<file path="src/rtl/nibble_rsp_deserializer_if.sv">
// Bundle of signals between the pad-side nibble stream, the deserializer and
// the core's data response port.
//   nib_i / nib_valid_i / nib_sof_i / nib_ready_o : nibble stream from the pads
//   pdata_o / pvalid_o / pready_i                 : assembled word to the core
//   err_o / clr_err_i                             : sticky frame-error flag and its clear
// The slave modport is the deserializer's view. The master modport is the
// view of the environment (pads + core) that drives the stream and consumes words.
interface nibble_rsp_deserializer_if #(
    parameter int DATA_W = 32,
    parameter int NIB_W  = 4
);
    logic [NIB_W-1:0]  nib_i;
    logic              nib_valid_i;
    logic              nib_sof_i;
    logic              nib_ready_o;
    logic [DATA_W-1:0] pdata_o;
    logic              pvalid_o;
    logic              pready_i;
    logic              err_o;
    logic              clr_err_i;

    modport slave (
        input  nib_i, nib_valid_i, nib_sof_i, pready_i, clr_err_i,
        output nib_ready_o, pdata_o, pvalid_o, err_o
    );

    modport master (
        output nib_i, nib_valid_i, nib_sof_i, pready_i, clr_err_i,
        input  nib_ready_o, pdata_o, pvalid_o, err_o
    );
endinterface

</file>
<file path="src/rtl/nibble_rsp_deserializer.sv">
// Response-path deserializer: collects NIB_W-bit nibbles from the pads,
// assembles them LSB-nibble-first into DATA_W-bit words and buffers the
// words in a small first-word-fall-through FIFO feeding the core.
// Malformed frames (nibble without start-of-frame in IDLE, restarted frames,
// frames that stall longer than TIMEOUT cycles) are dropped and raise a
// sticky error flag.
// Ports:
//   clk    : clock
//   rst_n  : asynchronous active-low reset; clears partial and buffered data
//   bus    : slave view of nibble_rsp_deserializer_if (nibble stream in,
//            word out, error flag and its clear)
// DATA_W must be a multiple of NIB_W; DEPTH >= 1; TIMEOUT = 0 disables the
// stall timeout.
module nibble_rsp_deserializer #(
    parameter int DATA_W  = 32,
    parameter int NIB_W   = 4,
    parameter int DEPTH   = 2,
    parameter int TIMEOUT = 16
) (
    input  logic                          clk,
    input  logic                          rst_n,
    nibble_rsp_deserializer_if.slave      bus
);
    localparam int NUM_NIB = DATA_W / NIB_W;
    localparam int CNT_W   = (NUM_NIB > 1) ? $clog2(NUM_NIB) : 1;
    localparam int TMR_W   = (TIMEOUT > 0) ? $clog2(TIMEOUT + 1) : 1;
    localparam int PTR_W   = (DEPTH > 1) ? $clog2(DEPTH) : 1;
    localparam int FCNT_W  = $clog2(DEPTH + 1);

    typedef enum logic {
        S_IDLE,
        S_RECV
    } state_t;

    state_t             state_reg, state_next;
    logic [CNT_W-1:0]   cnt_reg, cnt_next;
    logic [TMR_W-1:0]   tmr_reg, tmr_next;
    logic [DATA_W-1:0]  word_reg, word_next;
    logic               err_reg, err_next;

    logic [DATA_W-1:0]  mem_reg [DEPTH];
    logic [PTR_W-1:0]   wr_ptr_reg, wr_ptr_next;
    logic [PTR_W-1:0]   rd_ptr_reg, rd_ptr_next;
    logic [FCNT_W-1:0]  fcnt_reg, fcnt_next;

    logic               fifo_full;
    logic               fifo_empty;
    logic               accept;
    logic               held;
    logic               pop;
    logic               push;
    logic [DATA_W-1:0]  push_data;
    logic [DATA_W-1:0]  word_ins;
    logic               err_set;

    assign fifo_full  = (fcnt_reg == FCNT_W'(DEPTH));
    assign fifo_empty = (fcnt_reg == '0);
    assign accept     = bus.nib_valid_i && !fifo_full;
    // A nibble waiting on back-pressure is not idle time on the link.
    assign held       = bus.nib_valid_i && fifo_full;
    assign pop        = !fifo_empty && bus.pready_i;

    assign bus.nib_ready_o = !fifo_full;
    assign bus.pvalid_o    = !fifo_empty;
    assign bus.pdata_o     = mem_reg[rd_ptr_reg];
    assign bus.err_o       = err_reg;

    // Partial word with the incoming nibble dropped into its slot.
    always_comb begin
        word_ins = word_reg;
        word_ins[int'(cnt_reg) * NIB_W +: NIB_W] = bus.nib_i;
    end

    // ---------------- frame assembly FSM ----------------
    always_ff @(posedge clk or negedge rst_n) begin
        if (!rst_n) begin
            state_reg <= S_IDLE;
            cnt_reg   <= '0;
            tmr_reg   <= '0;
            word_reg  <= '0;
            err_reg   <= 1'b0;
        end else begin
            state_reg <= state_next;
            cnt_reg   <= cnt_next;
            tmr_reg   <= tmr_next;
            word_reg  <= word_next;
            err_reg   <= err_next;
        end
    end

    always_comb begin
        state_next = state_reg;
        cnt_next   = cnt_reg;
        tmr_next   = tmr_reg;
        word_next  = word_reg;
        push       = 1'b0;
        push_data  = word_ins;
        err_set    = 1'b0;

        case (state_reg)
            S_IDLE: begin
                if (accept) begin
                    if (bus.nib_sof_i) begin
                        word_next = DATA_W'(bus.nib_i);
                        tmr_next  = '0;
                        if (NUM_NIB == 1) begin
                            // Single-nibble words complete on the start nibble.
                            push      = 1'b1;
                            push_data = DATA_W'(bus.nib_i);
                            cnt_next  = '0;
                        end else begin
                            cnt_next   = CNT_W'(1);
                            state_next = S_RECV;
                        end
                    end else begin
                        err_set = 1'b1;
                    end
                end
            end

            S_RECV: begin
                if (accept) begin
                    tmr_next = '0;
                    if (bus.nib_sof_i) begin
                        // New frame started before the old one finished.
                        err_set   = 1'b1;
                        word_next = DATA_W'(bus.nib_i);
                        cnt_next  = CNT_W'(1);
                    end else if (cnt_reg == CNT_W'(NUM_NIB - 1)) begin
                        push       = 1'b1;
                        push_data  = word_ins;
                        cnt_next   = '0;
                        state_next = S_IDLE;
                    end else begin
                        word_next = word_ins;
                        cnt_next  = cnt_reg + CNT_W'(1);
                    end
                end else if (!held && (TIMEOUT != 0)) begin
                    // Expiry fires on the idle cycle that brings the timer to
                    // TIMEOUT, so the timer never counts past it.
                    if (tmr_reg >= TMR_W'(TIMEOUT - 1)) begin
                        err_set    = 1'b1;
                        cnt_next   = '0;
                        tmr_next   = '0;
                        state_next = S_IDLE;
                    end else begin
                        tmr_next = tmr_reg + TMR_W'(1);
                    end
                end
            end

            default: begin
                state_next = S_IDLE;
                cnt_next   = '0;
                tmr_next   = '0;
            end
        endcase

        // A new error outranks a simultaneous clear.
        if (err_set) begin
            err_next = 1'b1;
        end else if (bus.clr_err_i) begin
            err_next = 1'b0;
        end else begin
            err_next = err_reg;
        end
    end

    // ---------------- output FIFO (first-word fall-through) ----------------
    genvar gi;
    generate
        for (gi = 0; gi < DEPTH; gi++) begin : g_entry
            always_ff @(posedge clk or negedge rst_n) begin
                if (!rst_n) begin
                    mem_reg[gi] <= '0;
                end else if (push && (wr_ptr_reg == PTR_W'(gi))) begin
                    mem_reg[gi] <= push_data;
                end
            end
        end
    endgenerate

    always_comb begin
        wr_ptr_next = wr_ptr_reg;
        rd_ptr_next = rd_ptr_reg;
        fcnt_next   = fcnt_reg;
        if (push) begin
            wr_ptr_next = (wr_ptr_reg == PTR_W'(DEPTH - 1)) ? '0 : wr_ptr_reg + PTR_W'(1);
        end
        if (pop) begin
            rd_ptr_next = (rd_ptr_reg == PTR_W'(DEPTH - 1)) ? '0 : rd_ptr_reg + PTR_W'(1);
        end
        case ({push, pop})
            2'b10:   fcnt_next = fcnt_reg + FCNT_W'(1);
            2'b01:   fcnt_next = fcnt_reg - FCNT_W'(1);
            default: fcnt_next = fcnt_reg;
        endcase
    end

    always_ff @(posedge clk or negedge rst_n) begin
        if (!rst_n) begin
            wr_ptr_reg <= '0;
            rd_ptr_reg <= '0;
            fcnt_reg   <= '0;
        end else begin
            wr_ptr_reg <= wr_ptr_next;
            rd_ptr_reg <= rd_ptr_next;
            fcnt_reg   <= fcnt_next;
        end
    end
endmodule

</file>
<file path="src/flat_wrapper.sv">
// flat-port wrapper written by rule: the top's interface ports become plain ports
module nibble_rsp_deserializer_flat 
#(
    parameter int DATA_W  = 32,
    parameter int NIB_W   = 4,
    parameter int DEPTH   = 2,
    parameter int TIMEOUT = 16
)
  (clk, rst_n, bus_nib_i, bus_nib_valid_i, bus_nib_sof_i, bus_pready_i, bus_clr_err_i, bus_nib_ready_o, bus_pdata_o, bus_pvalid_o, bus_err_o);
  nibble_rsp_deserializer_if #(.DATA_W(DATA_W), .NIB_W(NIB_W)) bus_i ();
  input  logic clk;
  input  logic rst_n;
  input wire logic [$bits(bus_i.nib_i)-1:0] bus_nib_i;
  input wire logic [$bits(bus_i.nib_valid_i)-1:0] bus_nib_valid_i;
  input wire logic [$bits(bus_i.nib_sof_i)-1:0] bus_nib_sof_i;
  input wire logic [$bits(bus_i.pready_i)-1:0] bus_pready_i;
  input wire logic [$bits(bus_i.clr_err_i)-1:0] bus_clr_err_i;
  output wire logic [$bits(bus_i.nib_ready_o)-1:0] bus_nib_ready_o;
  output wire logic [$bits(bus_i.pdata_o)-1:0] bus_pdata_o;
  output wire logic [$bits(bus_i.pvalid_o)-1:0] bus_pvalid_o;
  output wire logic [$bits(bus_i.err_o)-1:0] bus_err_o;
  assign bus_i.nib_i = bus_nib_i;
  assign bus_i.nib_valid_i = bus_nib_valid_i;
  assign bus_i.nib_sof_i = bus_nib_sof_i;
  assign bus_i.pready_i = bus_pready_i;
  assign bus_i.clr_err_i = bus_clr_err_i;
  assign bus_nib_ready_o = bus_i.nib_ready_o;
  assign bus_pdata_o = bus_i.pdata_o;
  assign bus_pvalid_o = bus_i.pvalid_o;
  assign bus_err_o = bus_i.err_o;
  nibble_rsp_deserializer #(.DATA_W(DATA_W), .NIB_W(NIB_W), .DEPTH(DEPTH), .TIMEOUT(TIMEOUT)) u_core (.clk(clk), .rst_n(rst_n), .bus(bus_i));
endmodule
</file>
<file path="config.mk">
export PLATFORM = sky130hd
export DESIGN_NAME = nibble_rsp_deserializer_flat
export DESIGN_NICKNAME = d
export VERILOG_FILES = /design/src/rtl/nibble_rsp_deserializer_if.sv /design/src/rtl/nibble_rsp_deserializer.sv /design/src/flat_wrapper.sv
export SDC_FILE = /design/constraint.sdc
export NUM_CORES = 1
export LEC_CHECK = 0
export ABC_AREA = 1
export ABC_CLOCK_PERIOD_IN_PS = 1900
export CAP_MARGIN = 20
export CORE_MARGIN = 2
export CORE_UTILIZATION = 35
export DETAILED_ROUTE_END_ITERATION = 6
export GPL_TIMING_DRIVEN = 0
export PLACE_DENSITY_LB_ADDON = 0.05
export SETUP_SLACK_MARGIN = 0.4
export SYNTH_ARGS = -nofsm -noshare
export SYNTH_HDL_FRONTEND = slang
export SYNTH_SLANG_ARGS = --single-unit
</file>
<file path="constraint.sdc">
create_clock -name clk -period 1.9 [get_ports clk]
set_clock_uncertainty 0.15 [all_clocks]
set_input_delay 0.57 -clock clk [delete_from_list [all_inputs] [get_ports clk]]
set_output_delay 0.57 -clock clk [all_outputs]
set_load 0.02 [all_outputs]
</file>
* Yosys cells after proc, flatten, opt, wreduce, memory -nomap -nowiden *
Cells that the tools add are included.

word-level totals
  flip-flop bits (word level) = 110
  bits of input ports = 10
  output and inout bits = 35
  logic and storage cells = 94

operators by class
  add/sub/neg operators = 7
  $lt $le $gt $ge = 2
  equality and inequality tests = 10
  shifts and indexed selects = 2
  muxes and demuxes = 47
  bitwise operators = 3
  reductions and logical operators = 13

operators by type and width
  operator                                                                  number
  32-bit two-way mux                                                        8
  32-bit case mux with 2 select lines                                       1
  5-bit negator with 33-bit output                                          1
  4-bit by 33-bit variable shift with 32-bit output (first input constant)  1
  4-bit by 33-bit indexed part select with 32-bit output                    1
  32-bit bitwise mux                                                        1
  5-bit two-way mux                                                         5
  3-bit two-way mux                                                         7
  1-bit two-way mux                                                         20
  5-bit case mux with 2 select lines                                        1
  3-bit != test (second input constant)                                     3
  4-bit AND reduction                                                       2
  3-bit case mux with 2 select lines                                        1
  5-bit by 1-bit adder with 5-bit output (second input constant)            1
  5-bit by 4-bit >= comparator with 1-bit output (second input constant)    1
  1-bit logical AND                                                         5
  2-bit equality test (second input constant)                               2
  2-bit != test (second input constant)                                     2
  1-bit case mux with 2 select lines                                        2
  2-bit case mux with 2 select lines                                        1
  2-bit nonzero test                                                        2
  3-bit by 1-bit adder with 3-bit output (second input constant)            1
  3-bit equality test (second input constant)                               1
  3-bit AND reduction                                                       1
  other kinds (10)                                                          13

* Longest topological paths before layout *
Gate-level depths: netlist (run 1).

  depth in word-level cells = 7
  gate-level depth with buffers = 10

* Worst setup path before layout (run 1) *
Ideal clock, no wire load.

  path kind = flip-flop to flip-flop
  start = register u_core.cnt_reg[0]
  end = register u_core.fcnt_reg[1]
  setup time = 0.131 ns
  data arrival time = 1.754 ns
  required time = 1.619 ns
  setup slack = -0.135 ns
  cell stages (with the launch flop) = 10
  cell sequence = dfrtp_1 > ha_1 > ha_1 > inv_1 > nor2_1 > nand3_4 > ha_1 > a21oi_1 > o21ai_0 > xor2_1

between the ends
  word-level cells in the longest chain between the ends = 7

RTL lines
  item                                                                                          RTL line                        text
  from (decl)                                                                                   nibble_rsp_deserializer.sv:36   logic [CNT_W-1:0] cnt_reg, cnt_next;
  from (signal assigned)                                                                        nibble_rsp_deserializer.sv:84   cnt_reg <= cnt_next;
  3-bit equality test (*)                                                                       nibble_rsp_deserializer.sv:129  end else if (cnt_reg == CNT_W'(NUM_NIB - 1)) begin
  1-bit two-way mux (*)                                                                         nibble_rsp_deserializer.sv:129
  1-bit two-way mux (*)                                                                         nibble_rsp_deserializer.sv:124  if (bus.nib_sof_i) begin
  1-bit two-way mux (*)                                                                         nibble_rsp_deserializer.sv:122  if (accept) begin
  1-bit two-way mux (*)                                                                         nibble_rsp_deserializer.sv:100  case (state_reg)
  2-bit by 1-bit equality test with 1-bit output / 2-bit equality test (equally long branches)  nibble_rsp_deserializer.sv:193  case ({push, pop})
  2-bit case mux with 2 select lines / 2-bit nonzero test (equally long branches)               --
  to (signal assigned)                                                                          nibble_rsp_deserializer.sv:208  fcnt_reg <= fcnt_next;
  to (decl)                                                                                     nibble_rsp_deserializer.sv:44   logic [FCNT_W-1:0] fcnt_reg, fcnt_next;

Mark *: on every way between the ends. The rest lies on a longest branch, timed or not.
A chain may end at the register's enable or synchronous reset.

* Worst setup path in the final report (run 1) *
  start = register u_core.rd_ptr_reg
  end = output bus_pdata_o[9]

between the ends
  word-level cells in the longest chain between the ends = 4

RTL lines
  item                                                    RTL line                        text
  from (decl)                                             nibble_rsp_deserializer.sv:43   logic [PTR_W-1:0] rd_ptr_reg, rd_ptr_next;
  from (signal assigned)                                  nibble_rsp_deserializer.sv:207  rd_ptr_reg <= rd_ptr_next;
  1-bit inverter with 2-bit output (not written as such)  nibble_rsp_deserializer.sv:65   assign bus.pdata_o = mem_reg[rd_ptr_reg];
  32-bit two-way mux (not written as such) (3 in series)  nibble_rsp_deserializer.sv:65
  to (decl)                                               flat_wrapper.sv:19              output wire logic [$bits(bus_i.pdata_o)-1:0] bus_pdata_o;

No other way between the ends. The select of a mux whose other input is x is not followed.

==> results.rst, run 1 <==
.. list-table::
   :header-rows: 1

   * - Metric
     - Value
   * - Area of the mapped netlist
     - 0.00547 sq mm
   * - Total number of vias
     - 5,447
   * - Global-route wire length before repair
     - 28,600 um
   * - Final cell count without fillers
     - 1,098
   * - Failing checks
     - negative setup slack
   * - Cell type contributing the most total cell area after synthesis
     - sky130_fd_sc_hd__dfrtp_1
   * - Number of inserted diodes
     - 0
   * - End-of-flow core utilization
     - 0.609
   * - Quantity of I/O buffers inserted on ports
     - 44
   * - Slew of the pin with the lowest slew margin
     - 0.523 ns
   * - Drc violations
     - 0
   * - Fin crit period
     - 2.15 ns
   * - Area growth from synthesis to layout
     - 69.9%
   * - Initial DRT Pass Iterations
     - 5
   * - CP Capture Type
     - primary output
   * - Synthesized area per cell
     - 7.27 sq um
   * - Clock Root Buffer
     - sky130_fd_sc_hd__clkbuf_16
   * - Vias in the first global route
     - 5,429
   * - Worst-case setup margin in the final layout
     - -0.245 ns
   * - Count of buffer and inverter cells on the critical path
     - 4
   * - Largest voltage drop on the vdd net
     - 0.558 mV
   * - Combined global-route utilization of all metal layers
     - 0.226
   * - Setup repair after global routing missed its margin
     - true
   * - Starting DRC count in detailed routing
     - 326
   * - Setup violators final
     - 117
   * - DPL Wire Length
     - 10,400 um
   * - Seq pwr share
     - 0.269
   * - Detailed-route wire length per cell
     - 16.6 um
   * - Total power divided by cell area
     - 1180 mW/mm^2
   * - Seq cells post-synth
     - 110
   * - Net count of the mapped netlist
     - 770
   * - Initial antenna violation count
     - 0
   * - Layout cell share with drive strength beyond 1
     - 0.496
   * - Number of ports placed on the die boundary
     - 45
   * - Switching fraction of total power
     - 0.432
   * - Maximum fanout along the worst path
     - 7
   * - Clock power share
     - 0.171
   * - Critical path's top delay family
     - buffers and inverters
   * - Worst-Skew Late Latency
     - 0.35 ns
   * - Largest net degree at the start of global routing
     - 60
   * - Number of nets in the layout
     - 900
   * - Die width
     - 129 um
   * - Area of the core region
     - 0.0153 sq mm
   * - Top library cells by usage in the layout, fill and taps aside
     - sky130_fd_sc_hd__nand2_1, sky130_fd_sc_hd__dfrtp_1, sky130_fd_sc_hd__nand2_2, sky130_fd_sc_hd__nand2_4, sky130_fd_sc_hd__buf_6
   * - Clock buffers created by TritonCTS
     - 9
   * - Max frequency
     - 0.466 GHz
   * - Drt via density
     - 4.96
   * - Maximum clock insertion buffer count
     - 2
   * - Routed Antenna Nets
     - 0
   * - Static leakage
     - 4.79 nW
   * - Clock input transition at the sequential cells of the worst setup and hold paths
     - 0.07 ns
   * - Normalized max-slew margin
     - 0.651
   * - Area of placed instances
     - 0.00691 sq mm
   * - Result of the run
     - finished, violations left
   * - Longest individual stage delay on the worst path
     - 0.36 ns
   * - Sum of routed wire length over all layers
     - 18,200 um
   * - Core Rows
     - 45
   * - Dpl cells
     - 1,008
   * - Internal
     - 0.00623 W
   * - Commonest non-fill, non-tap cell in the layout
     - sky130_fd_sc_hd__nand2_1
   * - Clock Sink Count
     - 110
   * - Worst hold margin
     - 0.0158 ns
   * - TritonCTS clock tree
     - yes
   * - Initial cell density of the core
     - 0.358
   * - Share of power burned in combinational logic
     - 0.560
   * - Synth Warn #
     - 0
   * - Worst setup slack before clock tree synthesis
     - -0.609 ns
   * - Sequential-to-total area share from yosys stat
     - 0.503
   * - Number of distinct standard cells referenced by the synthesized netlist
     - 22
   * - Required time at the worst-slack endpoint
     - 1.18 ns
   * - Flip-flop count of the largest register, all copies and words added
     - 64
   * - Maximum level of the CTS H-tree
     - 3
   * - Classification of the worst-slack hold path
     - input pin to asynchronous set/reset pin
   * - Crit path max-delay cell type
     - sky130_fd_sc_hd__dfrtp_1
   * - Final max-slew violation count
     - 0
   * - Yosys top cell area share
     - 0.503
   * - Ordered cell list for the critical path
     - clkbuf_16 > clkinv_8 > clkbuf_16 > nand2_4 > nand2_4 > buf_6
   * - Top cells by area, synth
     - sky130_fd_sc_hd__dfrtp_1, sky130_fd_sc_hd__nand2_1, sky130_fd_sc_hd__nand3_1, sky130_fd_sc_hd__inv_1, sky130_fd_sc_hd__o21ai_0
   * - Critical path class
     - register to primary output
   * - Design Area, Final
     - 0.00929 sq mm
   * - Die height
     - 129 um
   * - Critical Path Start Type
     - register
   * - Data arrival time of the critical path
     - 1.43 ns
   * - Final Wtd Congestion
     - 0.800
   * - Overall die area
     - 0.0166 sq mm
   * - Final count of hold timing violations
     - 0
   * - Sw power
     - 0.00473 W
   * - Number of maximum-capacitance constraint violations
     - 0
   * - Syn Inst Count
     - 752
   * - Total congestion overflow
     - 0
   * - Final critical-path share of the clock period
     - 1.13
==> kinds of logic after synthesis <==
kind of cell	share of synthesized area
xor gates and xnor gates	0.00481
and+or+nand+nor	0.391
AOI/OAI and AO/OA	0.0272
buffers and inverters	0.0554
adders and majority gates	0.0183
DFF	0.503
==> power groups by stage <==
stage | Combinational (W) | Sequential (W) | Clock, W
finish | 0.00614 | 0.00294 | 0.00187
global route | 0.00659 | 0.00297 | 0.00198
CTS | 0.00544 | 0.00289 | 0.00191
detailed placement | 0.00349 | 0.00293 | 0
global placement | 0.00341 | 0.00292 | 0
floorplan | 0.00261 | 0.00289 | 0
==> synth_stat cells <==
cell type	instances
sky130_fd_sc_hd__buf_6	1
sky130_fd_sc_hd__a21oi_4	1
sky130_fd_sc_hd__clkinv_1	1
sky130_fd_sc_hd__o21bai_1	1
sky130_fd_sc_hd__buf_4	1
sky130_fd_sc_hd__dfrtp_1	110
sky130_fd_sc_hd__nand3_1	59
sky130_fd_sc_hd__ha_1	8
sky130_fd_sc_hd__buf_2	17
sky130_fd_sc_hd__xor2_1	2
sky130_fd_sc_hd__nand3_4	1
sky130_fd_sc_hd__xnor2_1	1
sky130_fd_sc_hd__nand4_1	14
sky130_fd_sc_hd__clkbuf_1	9
sky130_fd_sc_hd__nor2_1	26
sky130_fd_sc_hd__nand2_1	428
sky130_fd_sc_hd__inv_2	3
sky130_fd_sc_hd__nor3_1	2
sky130_fd_sc_hd__a21oi_1	2
sky130_fd_sc_hd__inv_1	40
sky130_fd_sc_hd__o21ai_0	23
sky130_fd_sc_hd__nor2_4	2
==> stage by stage <==
stage / power, W / TNS, ns
after global routing: 0.0115 / -21.15
final: 0.0110 / -12.22
after CTS: 0.0102 / -9.06
after floorplan: 0.00550 / 0
after detailed placement: 0.00642 / -67.42
after global placement: 0.00633 / -552.14
==> final timing paths <==
path / from / endpoint / slack [ns] / cells after the start
min in group clk: u_core.mem_reg[9] / u_core.mem_reg[9] / 0.33 / 2
worst max register to register: u_core.cnt_reg[0] / u_core.mem_reg[57] / -0.13 / 11
worst min register to register: u_core.mem_reg[9] / u_core.mem_reg[9] / 0.33 / 2
max in group asynchronous: rst_n / u_core.word_reg[20] / 0.92 / 2
worst max-delay path: u_core.rd_ptr_reg / bus_pdata_o[9] / -0.25 / 6
worst min-delay path: rst_n / u_core.tmr_reg[4] / 0.02 / 1
==> cell type report <==
type | count | area (sq um)
Buffer | 28 | 420
Timing Repair inverter | 1 | 16.3
Fill cell | 1265 | 5970
Timing Repair Buffer | 118 | 1470
Sequential cell | 110 | 2760
Multi-Input combinational cell | 570 | 3880
Inverter | 44 | 200
Clock buffer | 12 | 256
Tap cell | 211 | 264
Clock inverter | 4 | 27.5
==> layer usage <==
| metal | track usage | part of all wire | vias to the layer above |
|---|---|---|---|
| met5 | 0 | 0 | - |
| met4 | 0.0754 | 0.020 | 0 |
| met3 | 0.0266 | 0.037 | 28 |
| met2 | 0.387 | 0.51 | 116 |
| met1 | 0.298 | 0.43 | 2687 |
| li1 | - | - | 2616 |
==> repair_timing <==
item / in CTS / in global routing
hold endpoints to repair: 0 / 0
buffers inserted: 50 / 9
hold buffers: 0 / 0
cloned: 15 / 0
pin swaps: 125 / 62
resized for setup: 442 / 112
endpoints found under the setup margin: 144 / 144
Note: power is estimated with default switching activity, not from simulation.
==> inputs of run 2 (changes only) <==
--- a/config.mk
+++ b/config.mk
@@ -8,6 +8,8 @@
 export ABC_AREA = 1
 export ABC_CLOCK_PERIOD_IN_PS = 1900
 export CAP_MARGIN = 20
+export CELL_PAD_IN_SITES_DETAIL_PLACEMENT = 1
+export CELL_PAD_IN_SITES_GLOBAL_PLACEMENT = 1
 export CORE_MARGIN = 2
 export CORE_UTILIZATION = 35
 export DETAILED_ROUTE_END_ITERATION = 6
==> results.rst, run 2 (synthesis results as in run 1) <==
.. list-table::
   :header-rows: 1

   * - Metric
     - Value
   * - Required time at the worst-slack endpoint
     - 2.06 ns (was 1.18 ns)
   * - Initial DRT Pass Iterations
     - 5 (unchanged)
   * - Crit path max-delay cell type
     - sky130_fd_sc_hd__dfrtp_1 (unchanged)
   * - Crit Reg-Reg Startpoint
     - u_core.cnt_reg[1] (was u_core.cnt_reg[0])
   * - DPL Wire Length
     - 12,200 um (was 10,400 um)
   * - Quantity of I/O buffers inserted on ports
     - 44 (unchanged)
   * - Number of inserted diodes
     - 0 (unchanged)
   * - Setup repair after global routing missed its margin
     - true (unchanged)
   * - Drc violations
     - 0 (unchanged)
   * - Die width
     - 129 um (unchanged)
   * - Initial cell density of the core
     - 0.358 (unchanged)
   * - Total number of vias
     - 5,843 (was 5,447)
   * - Sum of routed wire length over all layers
     - 24,800 um (was 18,200 um)
   * - CTS Hold Bufs
     - 0 (unchanged)
   * - Largest voltage drop on the vdd net
     - 0.629 mV (was 0.558 mV)
   * - Drt via density
     - 5.26 (was 4.96)
   * - Initial antenna violation count
     - 0 (unchanged)
   * - Maximum level of the CTS H-tree
     - 3 (unchanged)
   * - Worst-case setup margin in the final layout
     - -0.369 ns (was -0.245 ns)
   * - Ordered cell list for the critical path
     - buf_6 > inv_4 > ha_4 > ha_4 > buf_6 > buf_6 > nor2_4 > nand3_4 > o21ai_2 > nand2_1 > nand2_2 (was clkbuf_16 > clkinv_8 > clkbuf_16 > nand2_4 > nand2_4 > buf_6)
   * - Critical path class
     - register to register (was register to primary output)
   * - Final critical-path share of the clock period
     - 1.19 (was 1.13)
   * - Vias in the first global route
     - 6,414 (was 5,429)
   * - Final count of hold timing violations
     - 5 (was 0)
   * - Number of fill cells
     - 1,661 (was 1,265)
   * - Total power divided by cell area
     - 1230 mW/mm^2 (was 1180 mW/mm^2)
   * - Launching instance or port of the critical path
     - u_core.cnt_reg[1] (was u_core.rd_ptr_reg)
   * - Detailed-route wire length per cell
     - 22.3 um (was 16.6 um)
   * - Critical Path Start Type
     - register (unchanged)
   * - Routed Antenna Nets
     - 0 (unchanged)
   * - Clock Sink Count
     - 110 (unchanged)
   * - Slew of the pin with the lowest slew margin
     - 0.539 ns (was 0.523 ns)
   * - Clock buffers created by TritonCTS
     - 9 (unchanged)
   * - Clock Root Buffer
     - sky130_fd_sc_hd__clkbuf_16 (unchanged)
   * - Commonest non-fill, non-tap cell in the layout
     - sky130_fd_sc_hd__nand2_1 (unchanged)
   * - Worst hold margin
     - -0.0179 ns (was 0.0158 ns)
   * - Final cell count without fillers
     - 1,110 (was 1,098)
   * - CP Capture Type
     - register (was primary output)
   * - Final max-slew violation count
     - 0 (unchanged)
   * - Data arrival time of the critical path
     - 2.43 ns (was 1.43 ns)
   * - Area of placed instances
     - 0.00691 sq mm (unchanged)
   * - Largest net degree at the start of global routing
     - 63 (was 60)
   * - Flip-flop count of the largest register, all copies and words added
     - 64 (unchanged)
   * - Core Rows
     - 45 (unchanged)
   * - Total congestion overflow
     - 0 (unchanged)
   * - Combined global-route utilization of all metal layers
     - 0.291 (was 0.226)
   * - Area of the core region
     - 0.0153 sq mm (unchanged)
   * - Number of nets in the layout
     - 912 (was 900)
   * - Worst-Skew Late Latency
     - 0.37 ns (was 0.35 ns)
   * - Number of maximum-capacitance constraint violations
     - 0 (unchanged)
   * - Cell mode on critical path
     - sky130_fd_sc_hd__buf_6
   * - Number of ports placed on the die boundary
     - 45 (unchanged)
   * - Overall die area
     - 0.0166 sq mm (unchanged)
   * - Minimum setup slack among reg-to-reg paths
     - -0.37 ns (was -0.13 ns)
   * - TritonCTS clock tree
     - yes (unchanged)
   * - Maximum clock insertion buffer count
     - 2 (unchanged)
   * - Clock input transition at the sequential cells of the worst setup and hold paths
     - 0.08 ns (was 0.07 ns)
   * - Fin crit period
     - 2.27 ns (was 2.15 ns)
   * - Final setup TNS
     - -29.33 ns (was -12.22 ns)
   * - Final Wtd Congestion
     - 0.793 (was 0.800)
   * - Dpl cells
     - 1,008 (unchanged)
   * - Result of the run
     - finished, violations left (unchanged)
   * - Classification of the worst-slack hold path
     - input pin to asynchronous set/reset pin (unchanged)
   * - Design Area, Final
     - 0.00955 sq mm (was 0.00929 sq mm)
   * - Global-route wire length before repair
     - 36,100 um (was 28,600 um)
   * - Layout cell share with drive strength beyond 1
     - 0.519 (was 0.496)
   * - Maximum fanout along the worst path
     - 8 (was 7)
   * - Die height
     - 129 um (unchanged)
   * - Max frequency
     - 0.441 GHz (was 0.466 GHz)
   * - Pwr Total
     - 0.0118 W (was 0.0110 W)
   * - Normalized max-slew margin
     - 0.640 (was 0.651)
   * - Setup violators final
     - 132 (was 117)
   * - End-of-flow core utilization
     - 0.626 (was 0.609)
   * - Static leakage
     - 4.95 nW (was 4.79 nW)
   * - Area growth from synthesis to layout
     - 74.7% (was 69.9%)
   * - Failing checks
     - negative hold slack, negative setup slack (was negative setup slack)
   * - Starting DRC count in detailed routing
     - 329 (was 326)
   * - Longest individual stage delay on the worst path
     - 0.42 ns (was 0.36 ns)
   * - Top library cells by usage in the layout, fill and taps aside
     - sky130_fd_sc_hd__nand2_1, sky130_fd_sc_hd__nand2_2, sky130_fd_sc_hd__dfrtp_1, sky130_fd_sc_hd__nand2_4, sky130_fd_sc_hd__buf_6 (was sky130_fd_sc_hd__nand2_1, sky130_fd_sc_hd__dfrtp_1, sky130_fd_sc_hd__nand2_2, sky130_fd_sc_hd__nand2_4, sky130_fd_sc_hd__buf_6)
## run 2: path summary, 6_finish.rpt
path	depth (start not counted)	endpoint
worst max-delay path	11	u_core.mem_reg[36]
worst min-delay path	1	u_core.tmr_reg[4]
worst max register to register	11	u_core.mem_reg[36]
worst min register to register	2	u_core.word_reg[27]
max in group asynchronous	2	u_core.word_reg[23]
min in group clk	2	u_core.word_reg[27]
## run 2: metrics by stage
stage                     hold WS [ns]  setup slack (ns)
after floorplan                  0.124            0.0673
after global placement           0.307             -4.49
after detailed placement         0.317            -0.635
after CTS                       0.0195            -0.283
after global routing            0.0243            -0.434
final                          -0.0179            -0.369
## run 2: final cells by class
class	instances	area (sq um)	share of cell area
buffer	28	457	0.0478
clock buffer	11	233	0.0244
clock inverter	5	35.0	0.00367
inverter	44	213	0.0223
multi-input combinational	570	3970	0.416
sequential	110	2760	0.289
tap	211	264	0.0276
timing repair buffer	129	1600	0.168
timing repair inverter	2	22.5	0.00236
## run 2: what timing repair did
action / 4_1_cts / 5_1_grt
setup buffers: 60 / 7
gates cloned: 18 / 1
setup endpoints to repair: 144 / 144
pin swaps: 131 / 84
resized for setup: 495 / 105
## run 2: power by group
group          total [W]  internal (W)  switching (W)
combinational    0.00689       0.00279        0.00410
sequential       0.00299       0.00265       0.000340
clock            0.00191      0.000899        0.00101
## run 2: worst max-delay path, delay by kind of cell (launching register included)
kind | cells | cell delay [ns]
flops | 1 | 0.42
buf+inv | 4 | 0.39
fa+ha+maj | 2 | 0.34
simple gates | 4 | 0.61
compound gates | 1 | 0.28
## run 2: routing by layer
metal | GRT usage | share of wire | vias up
met4 | 0.142 | 0.038 | 0
met1 | 0.344 | 0.40 | 3008
met3 | 0.0312 | 0.028 | 55
met5 | 0 | 0 | -
li1 | - | - | 2632
met2 | 0.526 | 0.54 | 148
==> inputs of run 3 (changes only) <==
--- a/config.mk
+++ b/config.mk
@@ -16,6 +16,7 @@
 export GPL_TIMING_DRIVEN = 0
 export PLACE_DENSITY_LB_ADDON = 0.05
 export SETUP_SLACK_MARGIN = 0.4
+export SLEW_MARGIN = 15
 export SYNTH_ARGS = -nofsm -noshare
 export SYNTH_HDL_FRONTEND = slang
 export SYNTH_SLANG_ARGS = --single-unit
==> results of run 3 <==
Final layout, timing and power as in run 2 (identical DEF).
